==> src/rtl/serial_adder.sv <==
// Bit-serial N-bit adder: one full-adder cell plus a registered carry, LSB first.
// Optional SERIAL_SUB_EN adds a SUB port that turns the operation into A - B.
module serial_adder #(
    parameter int unsigned N = 8
) (
    input  logic         CLK,
    input  logic         RST,
    input  logic         START,
    input  logic [N-1:0] A,
    input  logic [N-1:0] B,
    input  logic         Ci,
`ifdef SERIAL_SUB_EN
    input  logic         SUB,
`endif
    output logic         BUSY,
    output logic         DONE,
    output logic [N-1:0] S,
    output logic         Co
);

    localparam int unsigned CW = $clog2(N) + 1;

    typedef enum logic [1:0] {
        StIdle,
        StShift,
        StDone
    } state_e;

    state_e         r_state;
    logic [N-1:0]   r_a_sr;
    logic [N-1:0]   r_b_sr;
    logic [N-1:0]   r_s_sr;
    logic           r_c;
    logic           r_co;
    logic           r_busy;
    logic           r_done;
    logic [CW-1:0]  r_cnt;

    logic           w_bit;
    logic           w_carry;
    logic [N-1:0]   w_b_load;
    logic           w_c_load;
    logic [N-1:0]   w_s_next;

`ifdef SERIAL_SUB_EN
    // Subtraction as A + ~B + 1; the forced carry-in replaces Ci.
    assign w_b_load = SUB ? ~B : B;
    assign w_c_load = SUB ? 1'b1 : Ci;
`else
    assign w_b_load = B;
    assign w_c_load = Ci;
`endif

    assign w_bit   = r_a_sr[0] ^ r_b_sr[0] ^ r_c;
    assign w_carry = (r_a_sr[0] & r_b_sr[0]) | (r_a_sr[0] & r_c) | (r_b_sr[0] & r_c);

    always_comb begin
        w_s_next        = r_s_sr >> 1;
        w_s_next[N-1]   = w_bit;
    end

    always_ff @(posedge CLK or posedge RST) begin
        if (RST) begin
            r_state <= StIdle;
            r_a_sr  <= '0;
            r_b_sr  <= '0;
            r_s_sr  <= '0;
            r_c     <= 1'b0;
            r_co    <= 1'b0;
            r_busy  <= 1'b0;
            r_done  <= 1'b0;
            r_cnt   <= '0;
        end else begin
            case (r_state)
                StIdle, StDone: begin
                    r_done <= 1'b0;
                    if (START) begin
                        r_a_sr  <= A;
                        r_b_sr  <= w_b_load;
                        r_c     <= w_c_load;
                        r_s_sr  <= '0;
                        r_co    <= 1'b0;
                        r_cnt   <= '0;
                        r_busy  <= 1'b1;
                        r_state <= StShift;
                    end else begin
                        r_state <= StIdle;
                    end
                end
                StShift: begin
                    r_s_sr <= w_s_next;
                    r_c    <= w_carry;
                    r_a_sr <= r_a_sr >> 1;
                    r_b_sr <= r_b_sr >> 1;
                    r_cnt  <= r_cnt + 1'b1;
                    if (r_cnt == CW'(N - 1)) begin
                        r_co    <= w_carry;
                        r_busy  <= 1'b0;
                        r_done  <= 1'b1;
                        r_state <= StDone;
                    end
                end
                default: begin
                    r_busy  <= 1'b0;
                    r_done  <= 1'b0;
                    r_state <= StIdle;
                end
            endcase
        end
    end

    assign BUSY = r_busy;
    assign DONE = r_done;
    assign S    = r_s_sr;
    assign Co   = r_co;

endmodule

==> config.mk <==
export PLATFORM = sky130hd
export DESIGN_NAME = serial_adder
export DESIGN_NICKNAME = d
export VERILOG_FILES = /design/src/rtl/serial_adder.sv
export SDC_FILE = /design/constraint.sdc
export NUM_CORES = 1
export LEC_CHECK = 0
export ABC_AREA = 0
export CAP_MARGIN = 20
export CORE_ASPECT_RATIO = 0.5
export CORE_UTILIZATION = 47
export CTS_BUF_LIST = sky130_fd_sc_hd__clkbuf_2
export DETAILED_ROUTE_END_ITERATION = 10
export PLACE_DENSITY = 0.83
export SYNTH_ARGS = -nofsm -noshare
export SYNTH_HDL_FRONTEND = slang
export SYNTH_SLANG_ARGS = --single-unit
==> constraint.sdc <==
create_clock -name CLK -period 1.05 [get_ports CLK]
set_input_delay 0.21 -clock CLK [delete_from_list [all_inputs] [get_ports CLK]]
set_output_delay 0.21 -clock CLK [all_outputs]
set_load 0.02 [all_outputs]
* Yosys cells after proc, flatten, opt, wreduce, memory -nomap -nowiden *
Cells that the tools add are included.

storage, ports and cells
  input bits = 20
  output and inout bits = 11
  flip-flop bits (word level) = 34
  word-level logic and storage cells = 49

operators by class
  muxes and demuxes = 21
  equality and inequality tests = 5
  reduce and logical (&&, ||, !) cells = 6
  bitwise gates (word level) = 7
  add/sub/neg operators = 1

operator list
  operator               count
  $pmux W8 S2            3
  $mux W8                3
  $mux W1                8
  $pmux W4 S2            1
  $pmux W1 S2            3
  $add A4 B1 Y4 const B  1
  $eq A4 B3 Y1 const B   1
  $mux W4                1
  $ne A2 B2 Y1 const B   2
  $pmux W2 S2            1
  $reduce_and A2 Y1      2
  $and A1 B1 Y1          3
  $reduce_and A3 Y1      1
  $eq A2 B1 Y1 const B   1
  $eq A2 B2 Y1 const B   1
  $logic_not A2 Y1       1
  $mux W2                1
  $or A1 B1 Y1           2
  $reduce_bool A2 Y1     1
  $reduce_or A2 Y1       1
  $xor A1 B1 Y1          2

* Depth between registers and ports, before layout *
Gate-level depths: netlist (run 1).

  depth in word-level cells = 5
  gate-level depth with buffers = 5
  depth with buffers taken out = 4

* Worst setup path after synthesis (run 1) *
No wires, ideal clock.

  path type = flip-flop to flip-flop
  from = register, netlist name DONE
  to = register r_cnt[2]
  data required time = 929 ps
  period minus slack after synthesis = 1236 ps
  setup time = 121 ps
  data arrival time = 1115 ps
  buffers on the path = 1
  stages on the path, launching flop included = 5
  path slack = -186 ps
  path through = dfrtp_1 nand2b_1 buf_4 mux2i_1 a22o_1

RTL lines
  element               RTL line  RTL
  to (signal assigned)  95        r_cnt <= r_cnt + 1'b1;
  to (decl)             37        logic [CW-1:0] r_cnt;

* Worst setup path in the final report (run 1) *
  from = register r_state[0]
  to = register r_a_sr[1]

on the way
  longest elaborated chain between the ends = 4
  elaborated cells on any way between the ends = 8
  classes of those cells = 3 x eq/ne; 1 x mux; 4 x reduce/logical

ends and longest elaborated chain
  element                                                              RTL line  RTL
  from (decl)                                                          29        state_e r_state;
  from (signal assigned)                                               64        r_state <= StIdle;
  from (signal assigned)                                               85        r_state <= StShift;
  from (signal assigned)                                               87        r_state <= StIdle;
  $eq A2 B2 Y1 or $logic_not A2 Y1 (tied branches)                     74        case (r_state)
  $reduce_or A2 Y1                                                     74
  $ne A2 B2 Y1 (no source line) or $reduce_bool A2 Y1 (tied branches)  n/a
  $reduce_and A2 Y1 (no source line)                                   n/a
  to (signal assigned)                                                 93        r_a_sr <= r_a_sr >> 1;
  to (decl)                                                            30        logic [N-1:0] r_a_sr;

Parallel ways exist; a longest one is shown, timed or not.
A chain may end at the register's enable or synchronous reset.

==> run metrics, run 1 <==
outcome=finished with violations; failing checks=negative setup slack; Sum Neg Setup Slack=-6310 ps; FF+latch count, synth=33; CTS sink count=33; Post-Synth Simple-Gate Area=14.6%; number of flops mapped to enable cells by yosys=0; most frequent cells in the layout=buf_4 (38), dfrtp_1 (31), clkdlybuf4s50_1 (19); die height=40.9 microns; xor/xnor cell area share of the yosys netlist=0.615%; vias in the first global route=1,264; ANT nets after route=0; Avg WL per Cell=21.4 microns; met2 wire length=2420 microns; critical path arrival=1550 ps; CP required=1320 ps; cts bufs inserted=5; Layout Skew=14.6 ps; finished layout cell area=2380 sq um; Clock transition at path regs=180 ps; DRT Wirelength=5160 microns; mux contribution to synthesized area=3.51%; detailed-route via count=1,459; Fmax achieved=0.780 GHz; initial antenna violation count=0; Port Buf Inserts=30; Yosys Warn Count=0; grt ovf=0; final slew viol count=0; Cell Area, Synth=1430 sq um; highest routed layer=met4; gp weighted congestion=0.745; Max-cap violations=0; die area=3270 sq um; CP Cell Sequence=buf_4, nand2b_4, bufbuf_16, nand3_1, nand2_1; CTS tree=done; P per Cell Area=3040 nW/um^2; metal3 WL=511 microns; Lkg Pwr=1.17 nW; Synth Area per Inst=11.6 sq um; DRT Pass-1 Iters=5; slew at the pin closest to its max-slew limit=233 ps; final-stage net count=225; Die Wd=79.9 microns; combinational family with the most area after synthesis=compound AO/OA/AOI/OAI gates; kind of critical path=reg2reg; max incr delay on CP=480 ps; Area growth syn-to-layout=66.7%; Crit path max-delay family=flip-flops; post-synth cell types=24; first-pass GRT wire length=6440 microns; Slew HR=84.4%; HPWL Detailed=2280 microns; fraction of registers with async set/reset=100%; Total GRT Usage=29.8%; Adder-Cell Fraction of Synth Area=2.28%; VDD IR max=1.98 mV; Seq/Total Area, Yosys=57.9%; Worst Hold Class=in2async; Hold Worst Slack=173 ps; Placed Instance Area=1950 sq um; Compound-Gate Fraction of Synth Area=15.5%; DRC=0; crit path time final=1280 ps; crit path max-delay cell type=dfrtp_2; main flop type after synthesis=dfrtp_1; crit-path max FO=5; Ports=31; commonest non-fill, non-tap cell in the layout=buf_4; Max clock buf depth=2; Initial Util=52.2%; clk root buf=clkbuf_2; # setup viols final=44; n_diodes=0; htree depth=2; share of layout cells above drive strength 1=46.6%; Critical Path End Type=register; drt initial violations=143; fin util=87.0%; core box area=2730 sq um; PnR worst setup slack=-232 ps; worst slack, placed=-654 ps; final hold violation count=0; vias per inst=6.05; final cycle utilization of the critical path=122%; cts-stage hold buffer count=0; CP Launch Type=register; met1 wire length=1960 microns; Synth Instances=123; syn nets=145; largest net degree at the start of global routing=34; RSZ-0062 raised after global routing=true; # rows=13; Critical path buffers and inverters=2; worst-skew pair later-pin latency=370 ps
==> cells in the mapped netlist, types with 2 or more instances <==
cell / n / area (sq um)
dfrtp_1: 33 / 826
nand2_1: 16 / 60.1
a22oi_1: 12 / 90.1
nand3_1: 12 / 60.1
a22o_1: 11 / 96.3
mux2i_1: 5 / 50.1
buf_2: 4 / 20.0
inv_1: 4 / 15.0
nor2_1: 4 / 15.0
buf_4: 3 / 22.5
a221o_1: 2 / 20.0
buf_6: 2 / 22.5
nand2b_1: 2 / 12.5
nand3b_1: 2 / 15.0
nor3_1: 2 / 10.0
==> stage by stage <==
step                std cells  power, mW
floorplan                 123       3.88
global placement          208       4.82
detailed placement        208       4.97
CTS                       236       6.60
global route              241       7.51
finish                    241       7.22
==> final cells by class <==
class	instances	area, sq um
clock buffer	8	40.0
timing repair buffer	81	815
sequential	33	828
fill	115	357
tap	37	46.3
multi-input combinational	78	632
inverter	4	15.0
==> registers in the layout (all words and copies together) (netlist names) <==
signal / flops
BUSY: 1
r_a_sr: 8
r_b_sr: 8
r_cnt: 4
r_state: 1
S: 8
Co: 1
r_c: 1
DONE: 1
==> power breakdown <==
part / switching [mW] / total [mW] / internal [mW]
Sequential: 0.473 / 2.28 / 1.81
Combinational: 1.96 / 4.30 / 2.34
Clock: 0.436 / 0.633 / 0.197
Total: 2.87 / 7.22 / 4.35
==> metal layers <==
layer  up-vias  global-route usage, %
li1        604                      -
met1       713                   35.3
met2       108                   49.6
met3        34                   10.2
met4         0                   18.3
met5         -                      0
==> kinds of logic (layout without fill, tap and decap cells) <==
| logic type | Yosys count | in the layout |
|---|---|---|
| xor+xnor | 1 | 1 |
| mux | 5 | 5 |
| fa+ha+maj | 2 | 2 |
| simple gates | 42 | 43 |
| compound gates | 27 | 27 |
| flops | 33 | 33 |
| buf+inv | 13 | 93 |
==> repair_timing <==
action,CTS,global route
hold endpoints to repair,0,0
endpoints found under the setup margin,43,44
cloned,3,1
pin swaps,3,4
buffers inserted,18,6
resized for setup,91,14
==> worst paths after layout <==
kind / startpoint / to / slack, ps / cells past startpoint
max: r_state[0] / r_a_sr[1] / -230 / 5
min: RST / r_b_sr[0] / 170 / 3
max reg2reg: r_state[0] / r_a_sr[1] / -230 / 5
min reg2reg: r_b_sr[5] / r_b_sr[4] / 530 / 2
max in group asynchronous: RST / DONE / 690 / 3
min in group CLK: A[2] / r_a_sr[2] / 450 / 3
==> worst register-to-register path: stages (launching register included) <==
cell and delay (ps):
dfrtp_2 480, buf_4 160, nand2b_4 160, bufbuf_16 270
nand3_1 70, nand2_1 60
No activity file was read; power rests on OpenSTA's default activity.
==> run 2: changes to the inputs <==
ABC_AREA = 1   (was 0)
SLEW_MARGIN = 20   (was not set)
==> run metrics, run 2 <==
RSZ-0062 raised after global routing=true; number of cells on the critical path=3; PnR worst setup slack=-137 ps; syn nets=184; critical path arrival=1450 ps; Crit path max-delay family=adder cells; ANT nets after route=0; die area=3300 sq um; worst r2r dst=S[7]; final cycle utilization of the critical path=113%; DRT Pass-1 Iters=4; drt initial violations=67; Cell Area, Synth=1440 sq um; final cell count without fillers=253; detailed-route via count=1,250; Compound-Gate Fraction of Synth Area=4.79%; Hold Worst Slack=153 ps; htree depth=2; FF+latch count, synth=33; Layout Skew=14.0 ps; Post-Synth Simple-Gate Area=26.9%; main flop type after synthesis=dfrtp_1; share of layout cells above drive strength 1=28.7%; worst slack, placed=-311 ps; slew at the pin closest to its max-slew limit=256 ps; Seq/Total Area, Yosys=57.4%; die height=41.1 microns; Fmax achieved=0.842 GHz; combinational family with the most area after synthesis=simple AND/OR/NAND/NOR gates; vias in the first global route=1,079; VDD IR max=1.44 mV; gp weighted congestion=0.756; largest net degree at the start of global routing=22; outcome=finished with violations; Avg WL per Cell=12.1 microns; CP Launch Type=register; Max-cap violations=0; final-stage net count=237; post-synth cell types=18; xor/xnor cell area share of the yosys netlist=0.609%; RR Startpoint=r_b_sr[0]; CP required=1310 ps; Critical path buffers and inverters=1; DRT Wirelength=3060 microns; CP Cell Sequence=inv_2, fa_2, o22ai_2; # setup viols final=41; crit path max-delay cell type=fa_2; sw frac=40.5%; synth top area cells=dfrtp_1 (57%), nand2_1 (17%), nand3_1 (5.9%); Critical Path End Type=register; Clk pwr share=10.3%; Total GRT Usage=20.2%; Gate power share=53.5%; number of flops mapped to enable cells by yosys=0; Tot Pwr=5.92 mW; Die Wd=80.2 microns; Synth Area per Inst=8.87 sq um; grt ovf=0; Post-Place Cells=241; Port Buf Inserts=30; DRC=0; area share of the largest cell type after synthesis=57.4%; core box area=2750 sq um; commonest non-fill, non-tap cell in the layout=nand2_1; part of the power in registers=36.2%; Switch Pwr=2.40 mW; fraction of registers with async set/reset=100%; CTS tree=done; n_diodes=0; Max clock buf depth=2; mux contribution to synthesized area=0%; crit-path max FO=2; Ports=31; FF-to-FF path depth=3; first-pass GRT wire length=4530 microns; max incr delay on CP=560 ps; vias per inst=4.94; Commonest cells post-synth=nand2_1 (67), dfrtp_1 (33), nand3_1 (17); final hold violation count=0; # rows=13; P per Cell Area=2910 nW/um^2; Initial Util=52.3%; most numerous cell in the Yosys netlist=nand2_1; largest area contributor in the netlist=dfrtp_1; HPWL Detailed=2120 microns; Lkg Pwr=1.02 nW; clk root buf=clkbuf_2; most frequent cells in the layout=nand2_1 (65), dfrtp_1 (32), clkdlybuf4s50_1 (19); initial antenna violation count=0; Adder-Cell Fraction of Synth Area=2.26%; cts bufs inserted=5; kind of critical path=reg2reg; crit path time final=1190 ps; Synth Instances=162; Clock transition at path regs=160 ps; failing checks=negative setup slack; worst-skew pair later-pin latency=370 ps; Reg2Reg Setup Slack=-140 ps; Yosys Warn Count=0; Slew HR=82.9%; Pint=3.52 mW; FILL cells=203; CTS sink count=33; crit path to=S[7]; Critical path origin=r_b_sr[0]; Worst Hold Class=in2async; Area growth syn-to-layout=41.6%; final slew viol count=0
run 2: changes by cell type after synthesis, moves of 5 or more:
cell,change
a22o_1,-11
mux2i_1,-5
inv_1,+9
o22ai_1,+7
a22oi_1,-12
nand3_1,+5
nand2_1,+51
run 2: kinds of logic (layout without fill, tap and decap cells):
family                   after synthesis  count (layout)
XOR/XNOR                               1               1
AO/OA/AOI/OAI                         12              12
flip-flops                            33              33
buffers and inverters                 22              76
adder cells (fa/ha/maj)                2               2
AND/OR/NAND/NOR                       92              92
run 2: worst min-delay path by stage:
stage	cells after the start	slack, ps	from	endpoint
global placement	2	450	r_b_sr[7]	r_b_sr[7]
floorplan	2	330	A[7]	r_a_sr[7]
finish	3	150	RST	r_b_sr[2]
global route	3	180	RST	r_b_sr[2]
detailed placement	2	470	r_a_sr[7]	r_a_sr[7]
CTS	3	150	RST	r_a_sr[3]
run 2: repair_timing:
action | 4_1_cts | 5_1_grt
hold buffers | 0 | 0
buffers inserted | 1 | 4
pin swaps | 2 | 11
endpoints found under the setup margin | 34 | 43
gates resized for setup | 83 | 6
gates cloned | 0 | 0
run 2: per-layer routing:
metal	share of wire, %	track usage (%)	vias up	wire [microns]
met4	2.6	10.3	0	79
met1	45	22.8	576	1380
met3	4.5	6.89	15	139
met2	48	36.3	47	1460
met5	0	0	-	0
li1	-	-	612	-
run 2: worst reg2reg max path, stage by stage, from the launching register on:
cell and delay [ps]:
dfrtp_1 410, inv_2 50, fa_2 560, o22ai_2 70
run 2: power groups by stage:
stage	logic (mW)	clock network (mW)	registers [mW]
2_1_floorplan	1.56	0	2.28
3_5_place_dp	2.79	0	2.12
5_1_grt	3.50	0.661	2.19
6_report	3.17	0.609	2.14
3_3_place_gp	2.67	0	2.09
4_1_cts	2.94	0.614	2.14
run 2: cell type report:
class	count	area [sq um]	area share [%]
repair buffers	52	502	24.6
flip-flops and latches	33	827	40.6
inverters	16	67.6	3.32
clock buffers	8	40.0	1.97
well taps	37	46.3	2.27
multi-input cells	107	553	27.2
run 2: stage by stage:
stage / utilization (%) / setup TNS [ps] / instance area (sq um)
after global placement: 68.7 / -7140 / 1890
after floorplan: - / -125 / 1450
final: 74.1 / -3020 / 2040
after CTS: 72.1 / -2110 / 1980
after detailed placement: 68.7 / -8310 / 1890
after global routing: 74.1 / -4920 / 2040
==> variant, RTL diff (config.mk and constraints of run 1) <==
Register the input `START` before use, without a reset. The logic sees it one clock later. The other inputs are not delayed to match.
--- a/src/rtl/serial_adder.sv
+++ b/src/rtl/serial_adder.sv
@@ -25,6 +25,12 @@
         StShift,
         StDone
     } state_e;
+
+    logic START_q;
+
+    always_ff @(posedge CLK) begin
+        START_q <= START;
+    end
 
     state_e         r_state;
     logic [N-1:0]   r_a_sr;
@@ -74,7 +80,7 @@
             case (r_state)
                 StIdle, StDone: begin
                     r_done <= 1'b0;
-                    if (START) begin
+                    if (START_q) begin
                         r_a_sr  <= A;
                         r_b_sr  <= w_b_load;
                         r_c     <= w_c_load;
Formal check against the unedited RTL: not equivalent (Yosys sat finds a counterexample within 4 cycles, from zero or initial values and one cycle with RST high).
==> variant against run 1 <==
The flow still finishes with violations (negative setup slack). Sequential cell count is 1 higher. Synthesized area is 1.4% higher. Non-clock buffer count is 5 lower. Wire length is 14% lower. Clock skew is 6.7 ps lower. Final cell count is 2.1% lower. Worst setup slack better by 8.6 ps. Global-route usage is 1.1 points lower. Final area is 2.8% lower. Combinational power is 6.0% lower. Total power is 3.6% lower. Critical endpoint is now r_cnt[3].
==> variant: results (changes against run 1) <==
status finished, violations left; failing checks negative setup slack; area of the multi-input gates 631 um^2 (-0.20%); WL met3 262 um (-49%); clk_skew 7.97 ps (-6.66 ps); Final Setup Violations 43 (-2.3%); Seq area share 0.367 (+0.0189); share of cells above drive strength 1 0.457 (-0.00840); Clock buf/inv share 0.0168 (-0.0000488); Largest stage delay, worst path 450 ps (-30 ps); vias in the first global route 1275 (+0.87%); Async S/R FF share, synth 0.971 (-0.0294); Final HPWL DP 2.54 mm (+12%); drt pass-1 iters 4 (-1); Max-slew headroom 0.852 (+0.00784); Netlist cell types 25 (+4.2%); post-CTS sizing 93 (+2.2%); met1 WL 1.87 mm (-4.6%); routing usage on met1 0.329 (-0.0242); M3 GR Usage 0.0711 (-0.0311); internal power 4.24 mW (-2.6%); Layout non-clock buf frac 0.316 (-0.0268); Non-clk bufs 76 (-6.2%); top area cells in the synthesized netlist dfrtp_1 57%, a22o_1 6.7%, a22oi_1 6.2%; register share of total power 0.331 (+0.015); GRT Overall Usage 0.287 (-0.0115); 1st-iter DRT viols 69 (-52%); Setup WS post-layout -224 ps (+8.61 ps); setup TNS -5910 ps (+399 ps); routability congestion estimate 0.783 (+5.1%); wirelength, routed 4.43 mm (-14%); Post-CTS Setup Bufs 10 (-8); via density per instance 5.68 (-6.1%)
==> variant: changes by cell type after synthesis <==
cell            run 1  this run
dfxtp_1             0         1
==> variant: worst register-to-register path, delay by kind of cell (launching register included) <==
| family | cells | cell delay (ps) |
|---|---|---|
| DFF | 1 | 450 |
| and+or+nand+nor | 2 | 280 |
| muxes | 1 | 220 |
| buffers and inverters | 2 | 270 |
==> variant: cells by family (layout without fill, tap and decap cells) <==
kind of cell | count (synthesis) | after routing | share of synthesized area
AO/OA/AOI/OAI | 27 | 27 | 0.152
multiplexers | 5 | 5 | 0.0346
flip-flops | 34 | 34 | 0.585
XOR/XNOR | 1 | 1 | 0.00606
adder cells (fa/ha/maj) | 2 | 2 | 0.0225
buffers and inverters | 13 | 88 | 0.0554
AND/OR/NAND/NOR | 42 | 42 | 0.144
==> variant: final timing paths <==
check | to | from
min in group CLK | START_q | START
min | S[4] | RST
max reg2reg | r_cnt[3] | DONE
min reg2reg | r_cnt[3] | r_cnt[3]
max in group asynchronous | DONE | RST
max | r_cnt[3] | DONE
